**src/rtl/ex_mem_pipe_reg.sv**
```systemverilog
// EX/MEM pipeline register with a valid/ready handshake.
//
// A two-entry skid buffer (main + skid) gives full throughput under
// back-pressure without a combinational path from out_ready to in_ready.
// Adds synchronous flush, bubble-safe control gating and a saturating
// back-pressure cycle counter.
//
// Build option:
//   EX_MEM_BRANCH_RESOLVE_EN  when defined, a branch decision is resolved
//                             as a payload is loaded into the main entry and
//                             driven on branch_taken; otherwise branch_taken
//                             is tied 0 and no decode logic exists.
//
// Ports:
//   clk, rst_n              clock, asynchronous active-low reset
//   flush                   synchronous kill of all held entries and input
//   in_valid / in_ready     EX-side handshake
//   RegWrite .. rd          EX payload (control bits, results, funct, rd)
//   out_valid / out_ready   MEM-side handshake
//   *_store                 registered payload; write/branch controls read 0
//                           while out_valid is low
//   branch_taken            registered branch decision (gated by out_valid)
//   stall_cnt               saturating count of out_valid && !out_ready cycles

module ex_mem_pipe_reg #(
  parameter int unsigned XLEN        = 64,
  parameter int unsigned REG_AW      = 5,
  parameter int unsigned FUNCT_W     = 4,
  parameter int unsigned STALL_CNT_W = 16
) (
  input  logic                   clk,
  input  logic                   rst_n,
  input  logic                   flush,

  input  logic                   in_valid,
  output logic                   in_ready,
  input  logic                   RegWrite,
  input  logic                   MemtoReg,
  input  logic                   Branch,
  input  logic                   Zero,
  input  logic                   MemWrite,
  input  logic                   MemRead,
  input  logic                   Is_Greater,
  input  logic [XLEN-1:0]        PCplusimm,
  input  logic [XLEN-1:0]        ALU_result,
  input  logic [XLEN-1:0]        WriteData,
  input  logic [FUNCT_W-1:0]     funct_in,
  input  logic [REG_AW-1:0]      rd,

  output logic                   out_valid,
  input  logic                   out_ready,
  output logic                   RegWrite_store,
  output logic                   MemtoReg_store,
  output logic                   Branch_store,
  output logic                   Zero_store,
  output logic                   MemWrite_store,
  output logic                   MemRead_store,
  output logic                   Is_Greater_store,
  output logic [XLEN-1:0]        PCplusimm_store,
  output logic [XLEN-1:0]        ALU_result_store,
  output logic [XLEN-1:0]        WriteData_store,
  output logic [FUNCT_W-1:0]     funct_in_store,
  output logic [REG_AW-1:0]      rd_store,
  output logic                   branch_taken,
  output logic [STALL_CNT_W-1:0] stall_cnt
);

  typedef struct packed {
    logic               reg_write;
    logic               mem_to_reg;
    logic               branch;
    logic               zero;
    logic               mem_write;
    logic               mem_read;
    logic               is_greater;
    logic [XLEN-1:0]    pc_plus_imm;
    logic [XLEN-1:0]    alu_result;
    logic [XLEN-1:0]    write_data;
    logic [FUNCT_W-1:0] funct;
    logic [REG_AW-1:0]  rd;
  } payload_t;

  payload_t in_p;
  payload_t main_p_q, main_p_d;
  payload_t skid_p_q, skid_p_d;
  logic     main_v_q, main_v_d;
  logic     skid_v_q, skid_v_d;
  logic     accept, consume;
  logic     load_main;
  payload_t load_p;

  logic [STALL_CNT_W-1:0] stall_cnt_q, stall_cnt_d;

  assign in_p = '{
    reg_write:   RegWrite,
    mem_to_reg:  MemtoReg,
    branch:      Branch,
    zero:        Zero,
    mem_write:   MemWrite,
    mem_read:    MemRead,
    is_greater:  Is_Greater,
    pc_plus_imm: PCplusimm,
    alu_result:  ALU_result,
    write_data:  WriteData,
    funct:       funct_in,
    rd:          rd
  };

  // in_ready depends only on registered state so MEM back-pressure never
  // ripples combinationally into EX.
  assign in_ready  = ~skid_v_q;
  assign out_valid = main_v_q;
  assign accept    = in_valid & in_ready & ~flush;
  assign consume   = main_v_q & out_ready;

  always_comb begin
    main_v_d  = main_v_q;
    main_p_d  = main_p_q;
    skid_v_d  = skid_v_q;
    skid_p_d  = skid_p_q;
    load_main = 1'b0;
    load_p    = skid_p_q;

    if (flush) begin
      // Payload registers keep their contents; only the valid bits drop.
      main_v_d = 1'b0;
      skid_v_d = 1'b0;
    end else if (!main_v_q || consume) begin
      if (skid_v_q) begin
        load_main = 1'b1;
        load_p    = skid_p_q;
        skid_v_d  = accept;
        if (accept) begin
          skid_p_d = in_p;
        end
      end else if (accept) begin
        load_main = 1'b1;
        load_p    = in_p;
      end
      main_v_d = load_main;
      if (load_main) begin
        main_p_d = load_p;
      end
    end else if (accept) begin
      skid_v_d = 1'b1;
      skid_p_d = in_p;
    end
  end

  always_comb begin
    stall_cnt_d = stall_cnt_q;
    if (main_v_q && !out_ready && (stall_cnt_q != '1)) begin
      stall_cnt_d = stall_cnt_q + STALL_CNT_W'(1);
    end
  end

  always_ff @(posedge clk or negedge rst_n) begin
    if (!rst_n) begin
      main_v_q    <= 1'b0;
      skid_v_q    <= 1'b0;
      main_p_q    <= '0;
      skid_p_q    <= '0;
      stall_cnt_q <= '0;
    end else begin
      main_v_q    <= main_v_d;
      skid_v_q    <= skid_v_d;
      main_p_q    <= main_p_d;
      skid_p_q    <= skid_p_d;
      stall_cnt_q <= stall_cnt_d;
    end
  end

`ifdef EX_MEM_BRANCH_RESOLVE_EN
  // Resolved once on load so the MEM stage sees a registered decision.
  function automatic logic resolve_branch(input payload_t p);
    logic taken;
    unique case (p.funct[2:0])
      3'b000:  taken = p.zero;
      3'b001:  taken = ~p.zero;
      3'b100:  taken = ~p.is_greater & ~p.zero;
      3'b101:  taken = p.is_greater | p.zero;
      default: taken = 1'b0;
    endcase
    return p.branch & taken;
  endfunction

  logic main_bt_q, main_bt_d;

  always_comb begin
    main_bt_d = main_bt_q;
    if (!flush && load_main) begin
      main_bt_d = resolve_branch(load_p);
    end
  end

  always_ff @(posedge clk or negedge rst_n) begin
    if (!rst_n) begin
      main_bt_q <= 1'b0;
    end else begin
      main_bt_q <= main_bt_d;
    end
  end

  assign branch_taken = main_bt_q & main_v_q;
`else
  assign branch_taken = 1'b0;
`endif

  // Controls with side effects read 0 during bubbles.
  assign RegWrite_store   = main_p_q.reg_write & main_v_q;
  assign MemWrite_store   = main_p_q.mem_write & main_v_q;
  assign MemRead_store    = main_p_q.mem_read & main_v_q;
  assign Branch_store     = main_p_q.branch & main_v_q;
  assign MemtoReg_store   = main_p_q.mem_to_reg;
  assign Zero_store       = main_p_q.zero;
  assign Is_Greater_store = main_p_q.is_greater;
  assign PCplusimm_store  = main_p_q.pc_plus_imm;
  assign ALU_result_store = main_p_q.alu_result;
  assign WriteData_store  = main_p_q.write_data;
  assign funct_in_store   = main_p_q.funct;
  assign rd_store         = main_p_q.rd;
  assign stall_cnt        = stall_cnt_q;

endmodule
```
**config.mk**
```make
export PLATFORM = sky130hd
export DESIGN_NAME = ex_mem_pipe_reg
export DESIGN_NICKNAME = d
export VERILOG_FILES = /design/src/rtl/ex_mem_pipe_reg.sv
export SDC_FILE = /design/constraint.sdc
export NUM_CORES = 1
export LEC_CHECK = 0
export CAP_MARGIN = 0
export CELL_PAD_IN_SITES_DETAIL_PLACEMENT = 1
export CELL_PAD_IN_SITES_GLOBAL_PLACEMENT = 1
export CORE_UTILIZATION = 40
export CTS_BUF_LIST = sky130_fd_sc_hd__clkbuf_4 sky130_fd_sc_hd__clkbuf_8
export DETAILED_ROUTE_END_ITERATION = 8
export GPL_TIMING_DRIVEN = 0
export PLACE_DENSITY_LB_ADDON = 0.1
export SLEW_MARGIN = 30
export SYNTH_ARGS = -nofsm -noshare
export SYNTH_HDL_FRONTEND = slang
export SYNTH_SLANG_ARGS = --single-unit
```
**constraint.sdc**
```tcl
create_clock -name clk -period 4.3 [get_ports clk]
set_input_delay 0.86 -clock clk [delete_from_list [all_inputs] [get_ports clk]]
set_output_delay 0.86 -clock clk [all_outputs]
set_load 0.005 [all_outputs]
```
==> run_results.csv, run 1 <==
group,metric,value,unit
setup_path,r2r_start,"out_valid",
die,fp.coreArea,48050,um^2
timing,tightestPinTransition,0.8301,ns
drt,vias_per_cell,4.865,
logic_synthesis,postSynthAreaPerCell,12.03,um^2
timing,timing.fmax,0.3368,GHz
clock_network,cts_buffers,80,
drt,wl,55.98,mm
flow_run,cap_violations,0,
setup_path,criticalPathCategory,"in -> reg",
final_layout,finalInstanceArea,26620,um^2
timing,clock_skew,0.02568,ns
global_route,grt_pass1_wl,86.97,mm
setup_path,critical_path_depth,7,
global_route,grt_pass1_vias,15240,
min_path,hold_path.class,"in -> async",
pwr,vdd_ir_drop_max,0.3020,mV
setup_path,worstPathMaxFanout,10,
setup_path,r2r_slack,1.45,ns
drt,dr.pass1.iters,4,
die,row_count,80,
setup_path,required,4.83,ns
clock_network,post_cts_buffers,0,
logic_synthesis,syn-num-nets,1846,
logic_synthesis,ys_ff_latch,434,
clock_network,ctsHtreeMaxLevel,3,
die,initial_utilization,40.85,%
setup_path,start_kind,"primary input",
timing,hold_viol,0,
setup_path,end_kind,"register",
logic_synthesis,yosysSeqAreaShare,55.34,%
final_layout,syn2layout_area_growth,35.64,%
setup_path,critPathLaunch,"out_ready",
outcome,status,"complete, no violations",
timing,finalCritPeriodShare,69.06,%
logic_synthesis,ys_types,31,
setup_path,worst_ep_arrival_time,3.50,ns
clock_network,clock_sinks,434,
pwr,p_per_area,498.4,nW/um^2
die,io_pins,440,
timing,rsz0062_at_grt,"no",
setup_path,crit_chain,"clkdlybuf4s50_1, nor2b_1, buf_2, nand2_1, clkbuf_1, buf_2, mux2_2",
drt,ant_nets,0,
setup_path,critPathBufInv,4,
setup_path,slowest_stage,"clkbuf_1",
final_layout,layout-drive-gt1-share,28.49,%
die,die_width,223.5,um
clock_network,cts_max_path_buffers,3,
logic_synthesis,postSynthCellCount,1632,
clock_network,holdBufCountCts,0,
clock_network,ctsResizeCount,0,
setup_path,critPathMostFrequentCell,"buf_2",
global_route,track_usage,22.76,%
placed_design,placedCellCount,2690,
timing,setup_violations,0,
final_layout,n_fill_cell,5058,
logic_synthesis,synth_area,19630,um^2
drt,wl_per_cell,19.70,um
die,die_h,223.5,um
setup_path,ff2ff_path_depth,6,
placed_design,port_buffers,438,
global_route,grt_max_degree,84,
drt,drt-initial-drc-count,553,
global_route,grt-ovfl-total,0,
clock_network,tritoncts,"built",
clock_network,clk_pin_slew_worst_paths,0.05,ns
logic_synthesis,yosys_warnings,0,
setup_path,cp-endpoint,"skid_p_q[170]",
global_route,antenna_found_initial,17,
timing,slew_headroom,44.66,%
drt,drc,0,
placed_design,place_area,24920,um^2
final_layout,final_cells,2842,
final_layout,fin_nets,2371,
clock_network,clk_latency,0.64,ns
pwr,p_leak,11.99,nW
timing,period_needed,2.969,ns
setup_path,cp_slowest_stage_delay,0.60,ns
die,dieArea,49950,um^2
placed_design,globalplace.congestion,0.7952,
placed_design,hpwl,40.54,mm
drt,vias,13830,
setup_path,crit_family,"buffers and inverters",
clock_network,root_buffer,"clkbuf_8",
setup_path,worstReg2RegEnd,"skid_p_q[170]",
timing,maxSlewViolCount,0,
-- cell usage in the layout, fill, tap and decap left out, types with 7 or more instances in the layout --
cell type	n
clkbuf_8	97
clkbuf_1	23
o21ai_1	140
buf_6	18
buf_2	52
o21ai_0	70
xor2_1	11
dfrtp_1	434
mux2_2	210
clkdlybuf4s50_1	437
nor3_1	7
nand2_1	216
mux2i_1	208
diode_2	12
buf_4	202
nand3_1	7
clkbuf_4	34
-- worst min path at each step --
stage,depth (start not counted),startpoint,end,slack [ns]
5_1_grt,1,rst_n,WriteData_store[43],0.17
2_1_floorplan,2,main_p_q[207],main_p_q[207],0.44
3_5_place_dp,2,rd_store[0],rd_store[0],0.47
4_1_cts,1,rst_n,skid_p_q[34],0.15
6_report,1,rst_n,WriteData_store[43],0.18
3_3_place_gp,2,main_p_q[207],main_p_q[207],0.46
-- cells by family (layout without fill, tap and decap cells) --
kind of cell,after synthesis,after routing,synth area share (%)
adder cells (fa/ha/maj),1,1,0.06374
XOR/XNOR,11,11,0.4909
other,1,13,0.01911
buffers and inverters,296,879,10.55
AO/OA/AOI/OAI,215,215,5.515
AND/OR/NAND/NOR,256,256,5.368
multiplexers,418,418,22.66
flip-flops,434,434,55.34
-- through the flow --
stage / worst slack [ns] / power [mW] / utilization (%) / hold slack, ns / TNS [ns]
floorplan: 2.152 / 7.408 / - / 0.4418 / 0
global placement: -17.75 / 9.099 / 51.57 / 0.4571 / -7673.24
detailed placement: 0.5438 / 9.276 / 51.87 / 0.4713 / 0
CTS: 1.269 / 13.47 / 55.34 / 0.1468 / 0
global route: 1.167 / 14.00 / 55.37 / 0.1669 / 0
finish: 1.331 / 13.27 / 55.40 / 0.1773 / 0
-- cells in the mapped netlist --
cell type,n,area [um^2]
a21oi_1,3,15.01
a31oi_1,1,6.260
and2_1,4,25.02
and3_1,1,6.260
and4_1,2,17.52
buf_2,52,260.3
buf_4,202,1516
buf_6,18,202.7
clkbuf_1,23,86.33
conb_1,1,3.750
dfrtp_1,434,10860
ha_1,1,12.51
inv_1,1,3.750
mux2_2,210,2365
mux2i_1,208,2082
nand2_1,216,810.8
nand2b_1,1,6.260
nand3_1,7,35.03
nand4_1,3,18.77
nor2_1,5,18.77
nor2b_1,1,6.260
nor3_1,7,35.03
nor3b_2,1,12.51
nor4_1,3,18.77
nor4_2,1,12.51
nor4b_1,2,17.52
o21ai_0,70,350.3
o21ai_1,140,700.7
o21ba_2,1,10.01
or3_1,2,12.51
xor2_1,11,96.34
-- sequential cells by signal, summed over array words and instances, names as in the netlist --
name,count
skid_p_q,208
ALU_result_store,64
Zero_store,1
funct_in_store,4
PCplusimm_store,64
skid_v_q,1
main_p_q,4
rd_store,5
stall_cnt,16
WriteData_store,64
out_valid,1
MemtoReg_store,1
Is_Greater_store,1
-- report_power, final --
group	total, mW	leakage (nW)	switching [mW]	internal [mW]
clock network	4.10	0.888	1.72	2.38
registers	5.61	5.43	0.536	5.08
logic	3.56	5.67	1.28	2.27
total	13.3	12.0	3.54	9.73
-- routing by layer --
layer	wire length (um)	GRT usage, %	vias to the layer above
li1	-	-	6456
met3	4001	8.323	101
met4	1726	8.506	10
met5	57	0	-
met2	27270	37.41	331
met1	22920	27.21	6929
-- worst reg2reg max path, cell delays in order, from the launching register on --
cell      delay, ns
dfrtp_1        0.45
nor2b_1        0.16
buf_2          0.14
nand2_1        0.56
clkbuf_1       0.62
buf_2          0.42
mux2_2         0.39
-- final cells by class --
class                   instances  area, um^2  share of cell area [%]
multi-input cells             902        6695                   25.15
repair buffers                443        4527                   17.01
diodes                         12       30.03                  0.1128
plain buffers                 295        2066                   7.760
clock inverters                 9       77.57                  0.2914
inverters                       1       3.754                 0.01410
well taps                     615       769.5                   2.891
clock buffers                 131        1590                   5.974
flip-flops and latches        434       10860                   40.80
Power figures use the tool's default switching activity.
==> run 2: changes to the inputs <==
CORE_UTILIZATION = 37   (was 40)
clock period = 2.7 ns   (was 4.3 ns; I/O delays follow)
==> run 2 against run 1 <==
Net effect: sequential power rose by 59%; utilization fell by 4.4 points; flip-flop and latch count did not move; sequential share of layout area fell by 0.18 points; first-iteration DRC count fell by 27%; routed wire length rose by 0.65%; register-to-register slack got worse by 1.1 ns; global-route usage fell by 1.7 points; largest power group unchanged; critical endpoint is now RegWrite_store.
==> run_results.csv, run 2 (same netlist as run 1, synthesis figures left out) <==
group,metric,value,unit
drt,drt-initial-drc-count,405,
setup_path,required,2.16,ns
global_route,grt-ovfl-total,0,
global_route,grt_pass1_wl,86.77,mm
drt,wl,56.34,mm
placed_design,hpwl,40.29,mm
global_route,grt_pass1_vias,14980,
clock_network,root_buffer,"clkbuf_8",
placed_design,port_buffers,438,
die,dieArea,53970,um^2
drt,dr.pass1.iters,6,
timing,maxSlewViolCount,0,
clock_network,cts_max_path_buffers,3,
placed_design,globalplace.congestion,0.7696,
timing,finalCritPeriodShare,87.10,%
final_layout,largest_reg_flops,208,
timing,tightestPinTransition,0.5863,ns
final_layout,regMostFlops,"skid_p_q",
final_layout,final_cells,2916,
timing,timing.fmax,0.4252,GHz
pwr,p_per_area,790.4,nW/um^2
timing,setup_violations,0,
drt,vias_per_cell,4.723,
setup_path,start_kind,"register",
pwr,vdd_ir_drop_max,0.4138,mV
timing,rsz0062_at_grt,"no",
flow_run,cap_violations,0,
die,io_pins,440,
final_layout,multiInputGateArea,6698,um^2
global_route,grt_max_degree,84,
die,die_width,232.3,um
drt,drc,0,
final_layout,n_fill_cell,5534,
clock_network,clock_sinks,434,
final_layout,seq_area,10860,um^2
die,fp.coreArea,52450,um^2
setup_path,end_kind,"output pin",
min_path,hold_path.class,"in -> async",
timing,clock_skew,0.02316,ns
clock_network,tritoncts,"built",
final_layout,layout-drive-gt1-share,28.64,%
timing,hold_viol,0,
final_layout,syn2layout_area_growth,36.24,%
final_layout,mostFrequentLayoutCells,"clkdlybuf4s50_1, dfrtp_1, nand2_1",
drt,vias,13770,
final_layout,fin_nets,2372,
global_route,antenna_found_initial,14,
die,initial_utilization,37.42,%
setup_path,worstPathMaxFanout,7,
timing,slew_headroom,60.91,%
clock_network,clk_latency,0.65,ns
drt,ant_nets,0,
clock_network,clk_pin_slew_worst_paths,0.06,ns
die,die_h,232.3,um
final_layout,final_util,50.98,%
global_route,track_usage,21.10,%
timing,period_needed,2.352,ns
clock_network,cts_buffers,80,
setup_path,criticalPathCategory,"reg -> out",
clock_network,ctsHtreeMaxLevel,3,
placed_design,placedCellCount,2763,
final_layout,mostFrequentLayoutCell,"clkdlybuf4s50_1",
setup_path,worst_ep_arrival_time,1.81,ns
pwr,p_leak,12.01,nW
outcome,status,"complete, no violations",
die,row_count,84,
drt,wl_per_cell,19.32,um
==> run 2: stage by stage <==
step | TNS (ns) | total power [mW] | hold slack [ns] | setup slack, ns | instance area (um^2)
floorplan | 0 | 11.80 | 0.2444 | 0.8720 | 19630
global placement | -8394.47 | 14.52 | 0.4625 | -19.17 | 24870
detailed placement | -108.30 | 14.75 | 0.4713 | -0.7697 | 25010
CTS | 0 | 21.50 | 0.4339 | 0.2429 | 26710
global route | 0 | 22.41 | 0.4578 | 0.1736 | 26730
finish | 0 | 21.13 | 0.4563 | 0.3484 | 26740
==> run 2: final cells by class <==
type,count,share of cell area [%]
Tap cell,688,3.219
Antenna cell,11,0.1029
Sequential cell,434,40.62
Buffer,295,7.735
Inverter,1,0.01404
Multi-Input combinational cell,902,25.05
Clock buffer,135,6.154
Clock inverter,6,0.1404
Timing Repair Buffer,444,16.97
==> run 2: worst paths after layout <==
| check | to | slack (ns) | cells past startpoint | start |
|---|---|---|---|---|
| setup / recovery | RegWrite_store | 0.35 | 2 | out_valid |
| hold / removal | WriteData_store[56] | 0.46 | 2 | rst_n |
| setup reg to reg | skid_p_q[176] | 0.35 | 6 | out_valid |
| hold reg to reg | WriteData_store[63] | 0.48 | 2 | WriteData_store[63] |
| max in group asynchronous | skid_p_q[104] | 0.94 | 4 | rst_n |
| min in group clk | WriteData_store[63] | 0.48 | 2 | WriteData_store[63] |
==> run 2: layer usage <==
metal,wire length (um),vias to the layer above,share of wire (%),track usage [%]
met5,86,-,0.15,0
met4,1330,14,2.4,6.579
met3,4315,93,7.7,7.294
met2,27300,327,48,34.64
met1,23310,6879,41,25.92
li1,-,6459,-,-
==> run 2: where the power goes <==
group / internal (mW) / switching (mW)
registers: 8.09 / 0.839
clock network: 3.81 / 2.77
logic: 3.62 / 2.01
total: 15.5 / 5.62
==> run 2: critical path, stage by stage (launching register included) <==
cell and delay [ns]:
dfrtp_1 0.45, and2_1 0.21, clkdlybuf4s50_1 0.52
==> run 2: what timing repair did <==
item | CTS | global route
hold buffers | 1 | 0
hold endpoints to repair | 62 | 0
gates resized for setup | 2 | 0
setup buffers | 0 | 0
endpoints found under the setup margin | 100 | 0
